`src/rtl/bp_mem_traffic_gen.sv`:
```
// Memory-command initiator: writes an address-derived pattern to a range of
// cache blocks, reads every block back and counts mismatching responses.
module bp_mem_traffic_gen #(
  parameter int                       paddr_width_p = 40,
  parameter int                       block_width_p = 512,
  parameter int                       num_blocks_p  = 16,
  parameter logic [paddr_width_p-1:0] base_addr_p   = paddr_width_p'(32'h8000_0000),
  parameter logic [63:0]              seed_p        = 64'h0
) (
  input  logic                     clk_i,
  input  logic                     reset_i,
  input  logic                     start_i,
  output logic                     mem_cmd_w_o,
  output logic [paddr_width_p-1:0] mem_cmd_addr_o,
  output logic [block_width_p-1:0] mem_cmd_data_o,
  output logic                     mem_cmd_v_o,
  input  logic                     mem_cmd_ready_i,
  input  logic                     mem_resp_w_i,
  input  logic [paddr_width_p-1:0] mem_resp_addr_i,
  input  logic [block_width_p-1:0] mem_resp_data_i,
  input  logic                     mem_resp_v_i,
  output logic                     mem_resp_yumi_o,
  output logic                     busy_o,
  output logic                     done_o,
  output logic [7:0]               error_count_o,
  output logic [2:0]               debug_state_o
);

  localparam int block_bytes_lp = block_width_p / 8;
  localparam int words_lp       = block_width_p / 64;
  localparam int k_width_lp     = (num_blocks_p > 1) ? $clog2(num_blocks_p) : 1;
  localparam logic [k_width_lp-1:0] last_k_lp = k_width_lp'(num_blocks_p - 1);

  typedef enum logic [2:0] {
    IDLE    = 3'd0,
    SEND_WR = 3'd1,
    WAIT_WR = 3'd2,
    SEND_RD = 3'd3,
    WAIT_RD = 3'd4,
    DONE    = 3'd5
  } state_e;

  state_e                   state_r, state_n;
  logic [k_width_lp-1:0]    k_r, k_n;
  logic [7:0]               err_r, err_n;
  logic                     mismatch;
  logic                     cmd_w_r;
  logic [paddr_width_p-1:0] cmd_addr_r;
  logic [block_width_p-1:0] cmd_data_r;

  function automatic logic [paddr_width_p-1:0] addr_of(input logic [k_width_lp-1:0] k);
    return base_addr_p + paddr_width_p'(k) * paddr_width_p'(block_bytes_lp);
  endfunction

  function automatic logic [block_width_p-1:0] pattern_of(input logic [paddr_width_p-1:0] a);
    logic [63:0] word;
    word = seed_p ^ 64'(a);
    return {words_lp{word}};
  endfunction

  // Handshakes: a command transfers on any cycle with mem_cmd_v_o & mem_cmd_ready_i,
  // and once raised, valid and the command fields hold until that transfer; a
  // response is consumed on any cycle with mem_resp_v_i & mem_resp_yumi_o.
  always_comb begin
    state_n         = state_r;
    k_n             = k_r;
    err_n           = err_r;
    mismatch        = 1'b0;
    mem_resp_yumi_o = 1'b0;
    case (state_r)
      IDLE, DONE: begin
        if (start_i) begin
          state_n = SEND_WR;
          k_n     = '0;
          err_n   = '0;
        end
      end
      SEND_WR: if (mem_cmd_ready_i) state_n = WAIT_WR;
      WAIT_WR: begin
        if (mem_resp_v_i) begin
          mem_resp_yumi_o = 1'b1;
          mismatch = !mem_resp_w_i || (mem_resp_addr_i != cmd_addr_r);
          if (k_r == last_k_lp) begin
            k_n     = '0;
            state_n = SEND_RD;
          end else begin
            k_n     = k_r + k_width_lp'(1);
            state_n = SEND_WR;
          end
        end
      end
      SEND_RD: if (mem_cmd_ready_i) state_n = WAIT_RD;
      WAIT_RD: begin
        if (mem_resp_v_i) begin
          mem_resp_yumi_o = 1'b1;
          mismatch = mem_resp_w_i || (mem_resp_addr_i != cmd_addr_r)
                     || (mem_resp_data_i != pattern_of(cmd_addr_r));
          if (k_r == last_k_lp) begin
            state_n = DONE;
          end else begin
            k_n     = k_r + k_width_lp'(1);
            state_n = SEND_RD;
          end
        end
      end
      default: state_n = IDLE;
    endcase
    if (mismatch && (err_r != 8'hFF)) err_n = err_r + 8'd1;
  end

  // Command fields are loaded from the next-state view so they are already
  // registered in the first SEND cycle and stay frozen through WAIT.
  always_ff @(posedge clk_i) begin
    if (reset_i) begin
      state_r    <= IDLE;
      k_r        <= '0;
      err_r      <= '0;
      cmd_w_r    <= 1'b0;
      cmd_addr_r <= '0;
      cmd_data_r <= '0;
    end else begin
      state_r <= state_n;
      k_r     <= k_n;
      err_r   <= err_n;
      case (state_n)
        SEND_WR: begin
          cmd_w_r    <= 1'b1;
          cmd_addr_r <= addr_of(k_n);
          cmd_data_r <= pattern_of(addr_of(k_n));
        end
        SEND_RD: begin
          cmd_w_r    <= 1'b0;
          cmd_addr_r <= addr_of(k_n);
          cmd_data_r <= '0;
        end
        WAIT_WR, WAIT_RD: begin
        end
        default: begin
          cmd_w_r    <= 1'b0;
          cmd_addr_r <= '0;
          cmd_data_r <= '0;
        end
      endcase
    end
  end

  assign mem_cmd_v_o    = (state_r == SEND_WR) || (state_r == SEND_RD);
  assign mem_cmd_w_o    = cmd_w_r;
  assign mem_cmd_addr_o = cmd_addr_r;
  assign mem_cmd_data_o = cmd_data_r;
  assign busy_o         = mem_cmd_v_o || (state_r == WAIT_WR) || (state_r == WAIT_RD);
  assign done_o         = (state_r == DONE);
  assign error_count_o  = err_r;
  assign debug_state_o  = state_r;

endmodule

```
`config.mk`:
```
export PLATFORM = sky130hd
export DESIGN_NAME = bp_mem_traffic_gen
export DESIGN_NICKNAME = d
export VERILOG_FILES = /design/src/rtl/bp_mem_traffic_gen.sv
export SDC_FILE = /design/constraint.sdc
export NUM_CORES = 1
export LEC_CHECK = 0
export BUFFER_PORTS_ARGS = -buffer_cell sky130_fd_sc_hd__buf_2
export CAP_MARGIN = 20
export CORE_AREA = 2 2 433 435
export CTS_CLUSTER_DIAMETER = 80
export DETAILED_ROUTE_END_ITERATION = 16
export DIE_AREA = 0 0 435 437
export GPL_TIMING_DRIVEN = 0
export PLACE_DENSITY = 0.3
export SLEW_MARGIN = 20
export SYNTH_ARGS = -nofsm -noshare
export SYNTH_HDL_FRONTEND = slang
export SYNTH_SLANG_ARGS = --single-unit
export TNS_END_PERCENT = 30
```
`constraint.sdc`:
```
create_clock -name clk_i -period 7.3 [get_ports clk_i]
set_input_delay 0 -clock clk_i [delete_from_list [all_inputs] [get_ports clk_i]]
set_output_delay 0 -clock clk_i [all_outputs]
set_load 0.01 [all_outputs]
```
==> report_table.html, run 1 <==
<table>
<tr><th>Metric</th><th>Value</th></tr>
<tr><th colspan="2">Outcome</th></tr>
<tr><td>Result of the run</td><td>completed</td></tr>
<tr><th colspan="2">Yosys</th></tr>
<tr><td>Most used DFF post-synth</td><td>sky130_fd_sc_hd__dfxtp_1</td></tr>
<tr><td>Number of synthesized register bits</td><td>25</td></tr>
<tr><td>Asr flop ratio synth</td><td>0%</td></tr>
<tr><td>Mapped cell area</td><td>6820 µm²</td></tr>
<tr><td>Avg Synthesized Cell Area</td><td>7.318 µm²</td></tr>
<tr><td>Area share of and/or/nand/nor cells after synthesis</td><td>22.55%</td></tr>
<tr><td>Share of the synthesized netlist area taken by xor and xnor gates</td><td>1.027%</td></tr>
<tr><td>Synthesized instance count</td><td>slightly above 900</td></tr>
<tr><td>Count of flip-flops with a built-in enable after synthesis</td><td>0</td></tr>
<tr><td>Synthesized-area fraction occupied by ao, oa, aoi and oai cells</td><td>7.155%</td></tr>
<tr><td>Number of different library cells in the post-synthesis netlist</td><td>55</td></tr>
<tr><td>Multiplexer share of the synthesized area</td><td>0.1468%</td></tr>
<tr><td>Total number of yosys warnings</td><td>0</td></tr>
<tr><td>Adder-cell area share of the yosys netlist</td><td>0.5504%</td></tr>
<tr><td>Combinational family with the most area after synthesis</td><td>buffers and inverters</td></tr>
<tr><td>Sequential fraction of the synthesis area</td><td>7.338%</td></tr>
<tr><th colspan="2">GRT</th></tr>
<tr><td>Vias in the first global route</td><td>slightly above 8,000</td></tr>
<tr><td>First-pass GRT wire length</td><td>75,760 µm</td></tr>
<tr><td>GRT Util Overall</td><td>6.017%</td></tr>
<tr><td>Initial antenna violation count</td><td>52</td></tr>
<tr><td>Pin count of the biggest net entering global routing</td><td>16</td></tr>
<tr><td>GRT overflow</td><td>0</td></tr>
<tr><th colspan="2">Detailed routing</th></tr>
<tr><td>First DRT Iteration DRCs</td><td>251</td></tr>
<tr><td>DRT Wirelength</td><td>roughly 62,000 µm</td></tr>
<tr><td>Amount of wire on met2 after detailed routing</td><td>34,870 µm</td></tr>
<tr><td>Wire length on met3</td><td>4251 µm</td></tr>
<tr><td>Routed metal-1 wire length</td><td>between 20,000 and 25,000 µm</td></tr>
<tr><td>Total via count after detailed routing</td><td>a little over 9,000</td></tr>
<tr><td>Number of nets with antenna violations after routing</td><td>0</td></tr>
<tr><td>Remaining DRCs</td><td>0</td></tr>
<tr><td>Routed length per placed instance</td><td>between 10 and 15 µm</td></tr>
<tr><td>Drt first pass iters</td><td>4</td></tr>
<tr><td>Average via count per standard cell</td><td>1.994</td></tr>
<tr><td>Top layer used by detailed routing</td><td>met5</td></tr>
<tr><th colspan="2">Place</th></tr>
<tr><td>Placer's final routability congestion estimate</td><td>0.9314</td></tr>
<tr><td>Port Buffer Count</td><td>617</td></tr>
<tr><td>Placed wire-length estimate</td><td>60,040 µm</td></tr>
<tr><th colspan="2">Floorplanning</th></tr>
<tr><td>Starting utilization of the core area</td><td>3.686%</td></tr>
<tr><td>Top-level I/O count</td><td>1,126</td></tr>
<tr><td>Overall die area</td><td>roughly 190,000 µm²</td></tr>
<tr><td>DIE WIDTH</td><td>435 µm</td></tr>
<tr><td>Standard-cell row count</td><td>158</td></tr>
<tr><td>Die height</td><td>437 µm</td></tr>
<tr><td>Core Box Area</td><td>185,000 µm²</td></tr>
<tr><th colspan="2">Timing</th></tr>
<tr><td>Smallest hold slack</td><td>approximately 0.066 ns</td></tr>
<tr><td>Highest achievable clock rate</td><td>275.8 MHz</td></tr>
<tr><td>Setup repair after global routing missed its margin</td><td>false</td></tr>
<tr><td>Post-route minimum period</td><td>approximately 3.6 ns</td></tr>
<tr><td>Share of the cycle needed by the critical path after routing</td><td>49.66%</td></tr>
<tr><td>Maximum clock skew at final layout</td><td>about 0.012 ns</td></tr>
<tr><td>Transition at the pin with the smallest max-transition slack</td><td>0.9767 ns</td></tr>
<tr><td>Final setup fails</td><td>0</td></tr>
<tr><td>Final Max Tran Viols</td><td>0</td></tr>
<tr><td>Max transition margin</td><td>between 30% and 40%</td></tr>
<tr><td>Number of hold violations in the final report</td><td>0</td></tr>
<tr><td>Sum of negative setup slack</td><td>0 ns</td></tr>
<tr><th colspan="2">Clocking</th></tr>
<tr><td>Count of buffers added by post-CTS timing repair for setup</td><td>0</td></tr>
<tr><td>Post-cts repair resize count</td><td>0</td></tr>
<tr><td>Skew-Pair Late Insertion Delay</td><td>0.31 ns</td></tr>
<tr><td>Cts hold-fix bufs</td><td>0</td></tr>
<tr><td>Depth of the CTS H-tree</td><td>1</td></tr>
<tr><td>Buffer levels on the longest clock path</td><td>2</td></tr>
<tr><td>Clk sinks</td><td>25</td></tr>
<tr><td>Total CTS buffers</td><td>3</td></tr>
<tr><td>CTS tree</td><td>done</td></tr>
<tr><td>CTS clock-pin slew for the worst setup and hold paths</td><td>0.10 ns</td></tr>
<tr><td>Library cell used as clock root buffer</td><td>sky130_fd_sc_hd__clkbuf_16</td></tr>
<tr><th colspan="2">Power and ir drop</th></tr>
<tr><td>Combinational Power Share</td><td>~68%</td></tr>
<tr><td>Share of total power consumed by net switching</td><td>42.23%</td></tr>
<tr><td>Internal power</td><td>0.0005364 W</td></tr>
<tr><td>Sequential group share of total power</td><td>between 10% and 20%</td></tr>
<tr><td>Peak supply drop</td><td>~0.076 mV</td></tr>
<tr><td>P_leak</td><td>a little under 8 nW</td></tr>
<tr><td>Cell Pwr Density</td><td>between 60 and 70 nW/µm²</td></tr>
<tr><td>Clk pwr share</td><td>17.0%</td></tr>
<tr><td>Net switching power</td><td>0.0003922 W</td></tr>
<tr><th colspan="2">Worst hold path</th></tr>
<tr><td>Kind of path behind the tightest hold check</td><td>in -&gt; reg</td></tr>
<tr><td>Hold path startpoint</td><td>reset_i</td></tr>
<tr><th colspan="2">Worst setup path</th></tr>
<tr><td>Startpoint type of the worst setup path</td><td>register</td></tr>
<tr><td>Crit path arrival time</td><td>3.83 ns</td></tr>
<tr><td>Beginning of the worst register-to-register path</td><td>debug_state_o[1]</td></tr>
<tr><td>CP Data Required Time</td><td>7.51 ns</td></tr>
<tr><td>Crit Path Max Fanout</td><td>10</td></tr>
<tr><td>Start point of the critical path</td><td>debug_state_o[1]</td></tr>
<tr><td>Worst Setup Path Type</td><td>reg -&gt; reg</td></tr>
<tr><td>Setup crit end kind</td><td>register</td></tr>
<tr><th colspan="2">Finish</th></tr>
<tr><td>Fraction of layout instances using a drive strength above 1</td><td>58.14%</td></tr>
<tr><td>Net count, final</td><td>2,631</td></tr>
<tr><td>Post-synthesis to final-layout area growth</td><td>123.1%</td></tr>
<tr><th colspan="2">Flow run</th></tr>
<tr><td>Max-cap violations</td><td>0</td></tr>
</table>
## logic make-up after synthesis
kind of cell / after synthesis
other: 1
buffers and inverters: 564
muxes: 1
adders and majority gates: 3
xor gates and xnor gates: 8
DFF: 25
AOI/OAI and AO/OA: 66
and+or+nand+nor: 264
## worst max-delay path, stage by stage (launching register included)
cell	delay (ns)
sky130_fd_sc_hd__dfxtp_1	0.32
sky130_fd_sc_hd__buf_2	0.17
sky130_fd_sc_hd__nand2b_4	0.19
sky130_fd_sc_hd__nor2_1	0.27
sky130_fd_sc_hd__o2111ai_1	0.27
sky130_fd_sc_hd__or4_2	0.72
sky130_fd_sc_hd__nor4_2	0.64
sky130_fd_sc_hd__a31o_2	0.42
sky130_fd_sc_hd__buf_6	0.19
sky130_fd_sc_hd__nor3_1	0.05
sky130_fd_sc_hd__a211o_1	0.26
## stage by stage
stage | instance area (µm²) | cells | total power [W] | setup WS, ns | utilization (%)
floorplan | 8720 | 1438 | 0.0005210 | 4.817 | -
finish | 15210 | 4561 | 0.0009286 | 3.675 | 8.222
CTS | 15180 | 4549 | 0.0009271 | 3.448 | 8.206
global placement | 14910 | 4535 | 0.0007467 | 1.686 | 8.058
global route | 15200 | 4554 | 0.0009991 | 3.385 | 8.212
detailed placement | 15100 | 4545 | 0.0007531 | 3.489 | 8.161
## final timing paths
| kind | endpoint | slack [ns] | cells past startpoint |
|---|---|---|---|
| worst max-delay path | error_count_o[4] | 3.67 | 10 |
| worst min register to register | error_count_o[7] | 0.51 | 1 |
| worst max register to register | error_count_o[4] | 3.67 | 10 |
| worst min-delay path | debug_state_o[0] | 0.07 | 2 |
## layout make-up
type | count | area, µm²
sequential | 25 | 500.5
tap | 2480 | 3103
inverter | 10 | 37.54
clock inverter | 1 | 7.507
multi-input combinational | 849 | 4146
timing repair buffer | 627 | 3178
antenna | 12 | 30.03
clock buffer | 3 | 75.07
buffer | 554 | 4135
fill | 21990 | 169800
## power groups by stage
stage	logic (W)	registers, W	clock network [W]
2_1_floorplan	0.000374	0.000147	0
3_3_place_gp	0.000598	0.000149	0
3_5_place_dp	0.000604	0.000149	0
4_1_cts	0.000605	0.000146	0.000176
5_1_grt	0.000678	0.000146	0.000175
6_report	0.000627	0.000145	0.000157
## cell usage in the layout (no fill, tap or decap), drive strengths merged, types with 8 or more instances in the layout
cell type,synthesis,routed
nor2,22,22
inv,10,10
nor4,135,135
a22o,8,8
buf,548,1175
a21oi,10,10
diode,0,12
nor3,13,13
nand4,40,40
dfxtp,25,25
nand2,25,25
o21ai,14,14
conb,1,507
clkbuf,6,9
## cell usage after synthesis (3+ instances only)
library cell | n | area (µm²)
sky130_fd_sc_hd__buf_4 | 543 | 4076
sky130_fd_sc_hd__nand3_1 | 7 | 35.03
sky130_fd_sc_hd__nor4_1 | 134 | 838.3
sky130_fd_sc_hd__nor2b_1 | 4 | 25.02
sky130_fd_sc_hd__a211o_1 | 4 | 35.03
sky130_fd_sc_hd__xnor2_1 | 7 | 61.31
sky130_fd_sc_hd__a211oi_1 | 3 | 22.52
sky130_fd_sc_hd__nor2_1 | 22 | 82.58
sky130_fd_sc_hd__clkbuf_1 | 6 | 22.52
sky130_fd_sc_hd__nand4_1 | 40 | 250.2
sky130_fd_sc_hd__a22o_1 | 8 | 70.07
sky130_fd_sc_hd__o21ai_0 | 14 | 70.07
sky130_fd_sc_hd__and2_1 | 3 | 18.77
sky130_fd_sc_hd__nor3_1 | 12 | 60.06
sky130_fd_sc_hd__inv_1 | 10 | 37.54
sky130_fd_sc_hd__or4_1 | 3 | 22.52
sky130_fd_sc_hd__and3_1 | 3 | 18.77
sky130_fd_sc_hd__dfxtp_1 | 25 | 500.5
sky130_fd_sc_hd__o22ai_1 | 4 | 25.02
sky130_fd_sc_hd__a21oi_1 | 9 | 45.04
sky130_fd_sc_hd__a31oi_1 | 5 | 31.28
sky130_fd_sc_hd__nand2_1 | 25 | 93.84
sky130_fd_sc_hd__ha_1 | 3 | 37.54
## flip-flops by register name (all words and copies together), names as in the netlist
| signal | count |
|---|---|
| mem_cmd_data_o | 5 |
| mem_cmd_addr_o | 5 |
| error_count_o | 8 |
| k_r | 4 |
| debug_state_o | 3 |
## layer usage
layer	vias to the layer above	track usage [%]
met5	-	0
met4	18	1.641
met3	107	1.141
met2	559	12.02
met1	3885	6.282
li1	4524	-
No activity file was read; power rests on OpenSTA's default activity.
==> inputs of run 2 (changes only) <==
- ABC_AREA: default -> 1
- clock period: 7.3 -> 3.2 ns (I/O delays scaled with it)
==> report_table.html, run 2 <==
<table>
<tr><th>Metric</th><th>Value</th></tr>
<tr><th colspan="2">Floorplanning</th></tr>
<tr><td>DIE WIDTH</td><td>435 µm</td></tr>
<tr><td>Starting utilization of the core area</td><td>4.209%</td></tr>
<tr><td>Die height</td><td>around 440 µm</td></tr>
<tr><td>Top-level I/O count</td><td>1,126</td></tr>
<tr><td>Overall die area</td><td>roughly 190,000 µm²</td></tr>
<tr><td>Standard-cell row count</td><td>158</td></tr>
<tr><td>Core Box Area</td><td>185,000 µm²</td></tr>
<tr><th colspan="2">Finish</th></tr>
<tr><td>Fraction of layout instances using a drive strength above 1</td><td>49.63%</td></tr>
<tr><td>Net count, final</td><td>2,970</td></tr>
<tr><td>Largest register FFs</td><td>8</td></tr>
<tr><td>Commonest cells after routing, fill and taps aside</td><td>620 x sky130_fd_sc_hd__buf_2, 545 x sky130_fd_sc_hd__buf_4, 507 x sky130_fd_sc_hd__conb_1</td></tr>
<tr><td>Leading cell type in the layout, fill and taps excluded</td><td>sky130_fd_sc_hd__buf_2</td></tr>
<tr><td>Fill count</td><td>~22,000</td></tr>
<tr><td>Post-synthesis to final-layout area growth</td><td>105.3%</td></tr>
<tr><td>Final cell count without fillers</td><td>4,892</td></tr>
<tr><th colspan="2">Worst setup path</th></tr>
<tr><td>Number of buffers and inverters on the critical path</td><td>1</td></tr>
<tr><td>Largest delay contributor family on the critical path</td><td>simple AND/OR/NAND/NOR gates</td></tr>
<tr><td>Critical Path Most Common Cell</td><td>sky130_fd_sc_hd__nand2_4</td></tr>
<tr><td>Crit Path Max Fanout</td><td>9</td></tr>
<tr><td>Critical-path cell with the highest stage delay</td><td>sky130_fd_sc_hd__dfxtp_1</td></tr>
<tr><td>Setup crit end kind</td><td>register</td></tr>
<tr><td>Worst Setup Path Type</td><td>reg -&gt; reg</td></tr>
<tr><td>CP Data Required Time</td><td>3.41 ns</td></tr>
<tr><td>Critical-path cell list</td><td>inv_2 -&gt; nand2_1 -&gt; o21ai_1 -&gt; a211oi_1 -&gt; nand4_1 -&gt; nor3_2 -&gt; nand2_4 -&gt; nand2_4 -&gt; nand3_1 -&gt; a21oi_1</td></tr>
<tr><td>Delay of the slowest cell on the worst path</td><td>0.72 ns</td></tr>
<tr><td>Startpoint type of the worst setup path</td><td>register</td></tr>
<tr><td>Crit path arrival time</td><td>approximately 2.8 ns</td></tr>
<tr><th colspan="2">Timing</th></tr>
<tr><td>Final Max Tran Viols</td><td>0</td></tr>
<tr><td>Highest achievable clock rate</td><td>387.8 MHz</td></tr>
<tr><td>Max transition margin</td><td>37.40%</td></tr>
<tr><td>Number of hold violations in the final report</td><td>0</td></tr>
<tr><td>Smallest hold slack</td><td>0.1480 ns</td></tr>
<tr><td>Maximum clock skew at final layout</td><td>0.007852 ns</td></tr>
<tr><td>Share of the cycle needed by the critical path after routing</td><td>80.58%</td></tr>
<tr><td>Final setup fails</td><td>0</td></tr>
<tr><td>Transition at the pin with the smallest max-transition slack</td><td>0.9355 ns</td></tr>
<tr><td>Post-route minimum period</td><td>2.579 ns</td></tr>
<tr><th colspan="2">Yosys</th></tr>
<tr><td>Avg Synthesized Cell Area</td><td>between 6 and 7 µm²</td></tr>
<tr><td>Leading post-synthesis cells by instance count</td><td>545 x sky130_fd_sc_hd__buf_4, 300 x sky130_fd_sc_hd__nor2_1, 144 x sky130_fd_sc_hd__nand2_1, 57 x sky130_fd_sc_hd__inv_1, 39 x sky130_fd_sc_hd__nand4_1</td></tr>
<tr><td>Number of synthesized register bits</td><td>25</td></tr>
<tr><td>Number of different library cells in the post-synthesis netlist</td><td>39</td></tr>
<tr><td>Sequential fraction of the synthesis area</td><td>6.426%</td></tr>
<tr><td>Cell type contributing the most total cell area after synthesis</td><td>sky130_fd_sc_hd__buf_4</td></tr>
<tr><td>Asr flop ratio synth</td><td>0%</td></tr>
<tr><td>Leading cell types by total area after synthesis</td><td>sky130_fd_sc_hd__buf_4 53%, sky130_fd_sc_hd__nor2_1 14%, sky130_fd_sc_hd__nand2_1 6.9%</td></tr>
<tr><td>Share of the synthesized area in the top cell type</td><td>52.53%</td></tr>
<tr><td>Count of flip-flops with a built-in enable after synthesis</td><td>0</td></tr>
<tr><td>Total number of yosys warnings</td><td>0</td></tr>
<tr><td>Most used DFF post-synth</td><td>sky130_fd_sc_hd__dfxtp_1</td></tr>
<tr><td>Mapped cell area</td><td>7789 µm²</td></tr>
<tr><td>Most used standard cell by instance count after synthesis</td><td>sky130_fd_sc_hd__buf_4</td></tr>
<tr><td>Synthesized instance count</td><td>1,279</td></tr>
<tr><th colspan="2">Clocking</th></tr>
<tr><td>Library cell used as clock root buffer</td><td>sky130_fd_sc_hd__clkbuf_16</td></tr>
<tr><td>CTS clock-pin slew for the worst setup and hold paths</td><td>0.08 ns</td></tr>
<tr><td>Total CTS buffers</td><td>3</td></tr>
<tr><td>Buffer levels on the longest clock path</td><td>2</td></tr>
<tr><td>Depth of the CTS H-tree</td><td>1</td></tr>
<tr><td>Skew-Pair Late Insertion Delay</td><td>0.28 ns</td></tr>
<tr><td>Clk sinks</td><td>25</td></tr>
<tr><td>CTS tree</td><td>done</td></tr>
<tr><th colspan="2">Detailed routing</th></tr>
<tr><td>First DRT Iteration DRCs</td><td>~230</td></tr>
<tr><td>Average via count per standard cell</td><td>2.025</td></tr>
<tr><td>Routed length per placed instance</td><td>11.14 µm</td></tr>
<tr><td>Remaining DRCs</td><td>0</td></tr>
<tr><td>DRT Wirelength</td><td>54,490 µm</td></tr>
<tr><td>Number of nets with antenna violations after routing</td><td>0</td></tr>
<tr><td>Total via count after detailed routing</td><td>9,904</td></tr>
<tr><td>Drt first pass iters</td><td>6</td></tr>
<tr><th colspan="2">GRT</th></tr>
<tr><td>GRT Util Overall</td><td>5.263%</td></tr>
<tr><td>Initial antenna violation count</td><td>33</td></tr>
<tr><td>First-pass GRT wire length</td><td>69,520 µm</td></tr>
<tr><td>Vias in the first global route</td><td>9,182</td></tr>
<tr><td>Pin count of the biggest net entering global routing</td><td>14</td></tr>
<tr><td>GRT overflow</td><td>0</td></tr>
<tr><th colspan="2">Power and ir drop</th></tr>
<tr><td>Cell Pwr Density</td><td>150.5 nW/µm²</td></tr>
<tr><td>Net switching power</td><td>0.001066 W</td></tr>
<tr><td>Sequential group share of total power</td><td>15.1%</td></tr>
<tr><td>Internal power</td><td>0.001340 W</td></tr>
<tr><td>Share of total power consumed by net switching</td><td>44.30%</td></tr>
<tr><td>Clk pwr share</td><td>a little over an eighth</td></tr>
<tr><td>Peak supply drop</td><td>roughly 0.16 mV</td></tr>
<tr><td>P_leak</td><td>8.675 nW</td></tr>
<tr><td>Combinational Power Share</td><td>between 70% and 80%</td></tr>
<tr><th colspan="2">Place</th></tr>
<tr><td>Placed wire-length estimate</td><td>52,610 µm</td></tr>
<tr><td>Number of placed instances, taps included</td><td>approximately 4,900</td></tr>
<tr><td>Placer's final routability congestion estimate</td><td>about 0.86</td></tr>
<tr><td>Port Buffer Count</td><td>618</td></tr>
<tr><th colspan="2">Outcome</th></tr>
<tr><td>Result of the run</td><td>completed</td></tr>
<tr><th colspan="2">Worst hold path</th></tr>
<tr><td>Kind of path behind the tightest hold check</td><td>in -&gt; reg</td></tr>
<tr><th colspan="2">Flow run</th></tr>
<tr><td>Max-cap violations</td><td>0</td></tr>
</table>
run 2: final cells by class:
class                   instances  area (µm²)  area share (%)
diodes                          4       10.01         0.06261
multi-input cells            1144        4832           30.22
flip-flops and latches         25       500.5           3.130
clock buffers                   4       78.83          0.4930
well taps                    2480        3103           19.41
inverters                      67       251.5           1.573
repair buffers                619        3103           19.41
plain buffers                 549        4109           25.70
run 2: repair_timing:
action                                 in CTS  in global routing
gates resized for setup                     0                  0
hold buffers                                1                  0
endpoints found under the hold margin       1                  0
setup endpoints to repair                   0                  0
setup buffers                               0                  0
run 2: final timing paths:
path / start / end / slack (ns) / cells after the start
max: mem_cmd_addr_o[6] / error_count_o[4] / 0.62 / 10
min: mem_cmd_ready_i / debug_state_o[1] / 0.15 / 3
max reg2reg: mem_cmd_addr_o[6] / error_count_o[4] / 0.62 / 10
min reg2reg: error_count_o[1] / error_count_o[1] / 0.54 / 2
run 2: worst reg2reg max path, delay by kind of cell (launching register included):
family / cells / cell delay (ns)
simple gates: 6 / 1.14
flops: 1 / 0.72
compound gates: 3 / 0.41
buf+inv: 1 / 0.25
run 2: layer usage:
metal  part of all wire (%)  global-route usage, %  vias up
met5                  0.083                      0        -
met4                    3.6                  1.697        8
met3                    6.5                 0.9799       84
met2                     59                  11.39      520
met1                     31                  4.722     4088
li1                       -                      -     5204
run 2: power by group through the flow:
stage	Combinational, W	Sequential [W]	Clock [W]
final	0.00173	0.000363	0.000317
after global routing	0.00190	0.000367	0.000338
after CTS	0.00169	0.000366	0.000328
after detailed placement	0.00169	0.000373	0
after global placement	0.00169	0.000373	0
after floorplan	0.00108	0.000361	0
run 2: through the flow:
step                total power, W  util [%]  instance area, µm²  setup WS [ns]  setup TNS (ns)
finish                    0.002406     8.640               15990         0.6214               0
CTS                       0.002386     8.635               15980        0.04096               0
global route              0.002605     8.639               15990      -0.002626       -0.002626
global placement          0.002065     8.584               15880        -0.6487          -5.154
detailed placement        0.002059     8.587               15890        -0.2532          -1.909
floorplan                 0.001442         -                9688          1.523               0
run 2: logic make-up (layout without fill, tap and decap cells):
kind of cell	after synthesis	count (layout)	share of synthesized area, %
AOI/OAI and AO/OA	56	56	4.305
DFF	25	25	6.426
other	1	511	0.04815
adders and majority gates	3	3	0.4820
xor gates and xnor gates	14	14	1.574
buffers and inverters	616	1239	55.98
and+or+nand+nor	564	564	31.18
==> inputs of run 3 (changes only) <==
- ABC_AREA: 1 -> 0
- CORE_AREA: 2 2 433 435 -> 2 2 435 437
- DIE_AREA: 0 0 435 437 -> 0 0 437 439
- clock period: 3.2 -> 2.62 ns (I/O delays scaled with it)
==> report_table.html, run 3 (synthesized netlist as in run 1, its figures left out) <==
<table>
<tr><th>Metric</th><th>Value</th></tr>
<tr><th colspan="2">Finish</th></tr>
<tr><td>Net count, final</td><td>2,649</td></tr>
<tr><td>Largest register FFs</td><td>8</td></tr>
<tr><td>Post-synthesis to final-layout area growth</td><td>130.3%</td></tr>
<tr><td>Leading cell type in the layout, fill and taps excluded</td><td>sky130_fd_sc_hd__buf_2</td></tr>
<tr><td>Layout Cell Area excl Fill</td><td>15,710 µm²</td></tr>
<tr><td>Fraction of layout instances using a drive strength above 1</td><td>between 50% and 60%</td></tr>
<tr><td>Commonest cells after routing, fill and taps aside</td><td>612 x sky130_fd_sc_hd__buf_2, 560 x sky130_fd_sc_hd__buf_4, 507 x sky130_fd_sc_hd__conb_1</td></tr>
<tr><th colspan="2">Detailed routing</th></tr>
<tr><td>First DRT Iteration DRCs</td><td>roughly 260</td></tr>
<tr><td>Routed metal-1 wire length</td><td>20,260 µm</td></tr>
<tr><td>DRT Wirelength</td><td>63,500 µm</td></tr>
<tr><td>Drt first pass iters</td><td>4</td></tr>
<tr><td>Routed length per placed instance</td><td>13.81 µm</td></tr>
<tr><td>Wire length on met3</td><td>5585 µm</td></tr>
<tr><td>Average via count per standard cell</td><td>1.965</td></tr>
<tr><td>Remaining DRCs</td><td>0</td></tr>
<tr><td>Amount of wire on met2 after detailed routing</td><td>35,120 µm</td></tr>
<tr><td>Top layer used by detailed routing</td><td>met5</td></tr>
<tr><td>Total via count after detailed routing</td><td>9,035</td></tr>
<tr><td>Number of nets with antenna violations after routing</td><td>0</td></tr>
<tr><th colspan="2">GRT</th></tr>
<tr><td>GRT Util Overall</td><td>under 10%</td></tr>
<tr><td>Pin count of the biggest net entering global routing</td><td>16</td></tr>
<tr><td>Vias in the first global route</td><td>7,859</td></tr>
<tr><td>First-pass GRT wire length</td><td>74,460 µm</td></tr>
<tr><td>Initial antenna violation count</td><td>67</td></tr>
<tr><td>GRT overflow</td><td>0</td></tr>
<tr><th colspan="2">Worst setup path</th></tr>
<tr><td>Critical-path cell list</td><td>buf_6 -&gt; xnor2_1 -&gt; nand4_1 -&gt; nor4_4 -&gt; buf_4 -&gt; buf_4 -&gt; nand2_4 -&gt; nor2_4 -&gt; buf_12 -&gt; a31o_4 -&gt; buf_6 -&gt; buf_12 -&gt; nor2_1 -&gt; a211o_1</td></tr>
<tr><td>Flop-to-flop setup slack</td><td>-0.07 ns</td></tr>
<tr><td>Critical-path cell with the highest stage delay</td><td>sky130_fd_sc_hd__dfxtp_2</td></tr>
<tr><td>Worst Setup Path Type</td><td>reg -&gt; reg</td></tr>
<tr><td>Setup crit end kind</td><td>register</td></tr>
<tr><td>Startpoint type of the worst setup path</td><td>register</td></tr>
<tr><td>Crit Path Max Fanout</td><td>10</td></tr>
<tr><td>Crit path arrival time</td><td>just under 3 ns</td></tr>
<tr><td>Delay of the slowest cell on the worst path</td><td>about 0.42 ns</td></tr>
<tr><td>CP Data Required Time</td><td>2.83 ns</td></tr>
<tr><th colspan="2">Power and ir drop</th></tr>
<tr><td>Clk pwr share</td><td>16.7%</td></tr>
<tr><td>Peak supply drop</td><td>0.2225 mV</td></tr>
<tr><td>Cell Pwr Density</td><td>165.9 nW/µm²</td></tr>
<tr><td>Sequential group share of total power</td><td>15.6%</td></tr>
<tr><td>Net switching power</td><td>around 0.0011 W</td></tr>
<tr><td>Internal power</td><td>0.001519 W</td></tr>
<tr><td>Share of total power consumed by net switching</td><td>a little over two fifths</td></tr>
<tr><td>Combinational Power Share</td><td>67.8%</td></tr>
<tr><td>P_leak</td><td>8.103 nW</td></tr>
<tr><th colspan="2">Clocking</th></tr>
<tr><td>CTS tree</td><td>done</td></tr>
<tr><td>Skew-Pair Late Insertion Delay</td><td>0.31 ns</td></tr>
<tr><td>CTS clock-pin slew for the worst setup and hold paths</td><td>about 0.1 ns</td></tr>
<tr><td>Cts hold-fix bufs</td><td>0</td></tr>
<tr><td>Depth of the CTS H-tree</td><td>1</td></tr>
<tr><td>Total CTS buffers</td><td>3</td></tr>
<tr><td>Library cell used as clock root buffer</td><td>sky130_fd_sc_hd__clkbuf_16</td></tr>
<tr><td>Buffer levels on the longest clock path</td><td>2</td></tr>
<tr><td>Clk sinks</td><td>25</td></tr>
<tr><th colspan="2">Outcome</th></tr>
<tr><td>Result of the run</td><td>finished with violations</td></tr>
<tr><td>Violations in the final reports</td><td>negative setup slack</td></tr>
<tr><th colspan="2">Place</th></tr>
<tr><td>Placed wire-length estimate</td><td>60,730 µm</td></tr>
<tr><td>Port Buffer Count</td><td>617</td></tr>
<tr><td>Placed standard-cell area</td><td>15,150 µm²</td></tr>
<tr><td>Placer's final routability congestion estimate</td><td>0.7523</td></tr>
<tr><td>Post-place setup slack</td><td>-1.468 ns</td></tr>
<tr><th colspan="2">Floorplanning</th></tr>
<tr><td>Starting utilization of the core area</td><td>3.647%</td></tr>
<tr><td>DIE WIDTH</td><td>437 µm</td></tr>
<tr><td>Top-level I/O count</td><td>1,126</td></tr>
<tr><td>Overall die area</td><td>191,800 µm²</td></tr>
<tr><td>Die height</td><td>between 400 and 500 µm</td></tr>
<tr><td>Standard-cell row count</td><td>159</td></tr>
<tr><td>Core Box Area</td><td>187,000 µm²</td></tr>
<tr><th colspan="2">Worst hold path</th></tr>
<tr><td>Kind of path behind the tightest hold check</td><td>in -&gt; reg</td></tr>
<tr><th colspan="2">Timing</th></tr>
<tr><td>Setup repair after global routing missed its margin</td><td>true</td></tr>
<tr><td>Post-route minimum period</td><td>around 2.7 ns</td></tr>
<tr><td>Sum of negative setup slack</td><td>-0.2079 ns</td></tr>
<tr><td>Transition at the pin with the smallest max-transition slack</td><td>slightly above 1 ns</td></tr>
<tr><td>Highest achievable clock rate</td><td>371.8 MHz</td></tr>
<tr><td>Smallest hold slack</td><td>0.06189 ns</td></tr>
<tr><td>Maximum clock skew at final layout</td><td>between 0.015 and 0.02 ns</td></tr>
<tr><td>Final Max Tran Viols</td><td>0</td></tr>
<tr><td>Number of hold violations in the final report</td><td>0</td></tr>
<tr><td>Final setup fails</td><td>4</td></tr>
<tr><td>Max transition margin</td><td>31.99%</td></tr>
<tr><td>Share of the cycle needed by the critical path after routing</td><td>102.7%</td></tr>
<tr><td>Post-route setup slack</td><td>-0.06971 ns</td></tr>
<tr><th colspan="2">Flow run</th></tr>
<tr><td>Max-cap violations</td><td>0</td></tr>
</table>
[run 3: power by group through the flow]
stage | combinational, W | clock (W) | sequential (W)
3_3_place_gp | 0.00164 | 0 | 0.000416
4_1_cts | 0.00169 | 0.000487 | 0.000407
6_report | 0.00177 | 0.000434 | 0.000406
2_1_floorplan | 0.00104 | 0 | 0.000409
5_1_grt | 0.00191 | 0.000478 | 0.000411
3_5_place_dp | 0.00166 | 0 | 0.000415
[run 3: timing repair]
action	in CTS	in global routing
pin swaps	16	19
endpoints found under the hold margin	0	0
gates resized for setup	34	30
setup endpoints to repair	8	17
setup buffers	12	3
[run 3: critical path: cells and delay by family, from the launching register on]
kind	cells	cell delay (ns)
XOR/XNOR	1	0.12
AND/OR/NAND/NOR	5	0.67
buffers and inverters	6	0.87
AO/OA/AOI/OAI	2	0.48
flip-flops	1	0.42
[run 3: per-stage QoR]
step	power [W]	utilization (%)	instances
after floorplan	0.001452	-	1438
after global placement	0.002058	7.983	4550
after detailed placement	0.002074	8.100	4564
after CTS	0.002582	8.300	4580
after global routing	0.002798	8.390	4590
final	0.002606	8.400	4597
[run 3: final cells by class]
type	count	area, µm²
buffer	553	4151
clock buffer	3	75.07
multi-input combinational	849	4352
inverter	10	37.54
tap	2495	3122
timing repair buffer	646	3421
clock inverter	1	7.507
antenna	15	37.54
fill	22170	171300
sequential	25	504.2
[run 3: final timing paths]
kind | from | end | cells past startpoint
worst min register to register | error_count_o[7] | error_count_o[7] | 1
worst max-delay path | mem_cmd_addr_o[7] | error_count_o[5] | 14
worst min-delay path | reset_i | mem_cmd_data_o[415] | 2
worst max register to register | mem_cmd_addr_o[7] | error_count_o[5] | 14
[run 3: routing by layer]
layer / GRT usage (%) / up-vias
li1: - / 4570
met1: 5.821 / 3763
met2: 11.66 / 565
met3: 1.702 / 111
met4: 2.442 / 26
met5: 0 / -
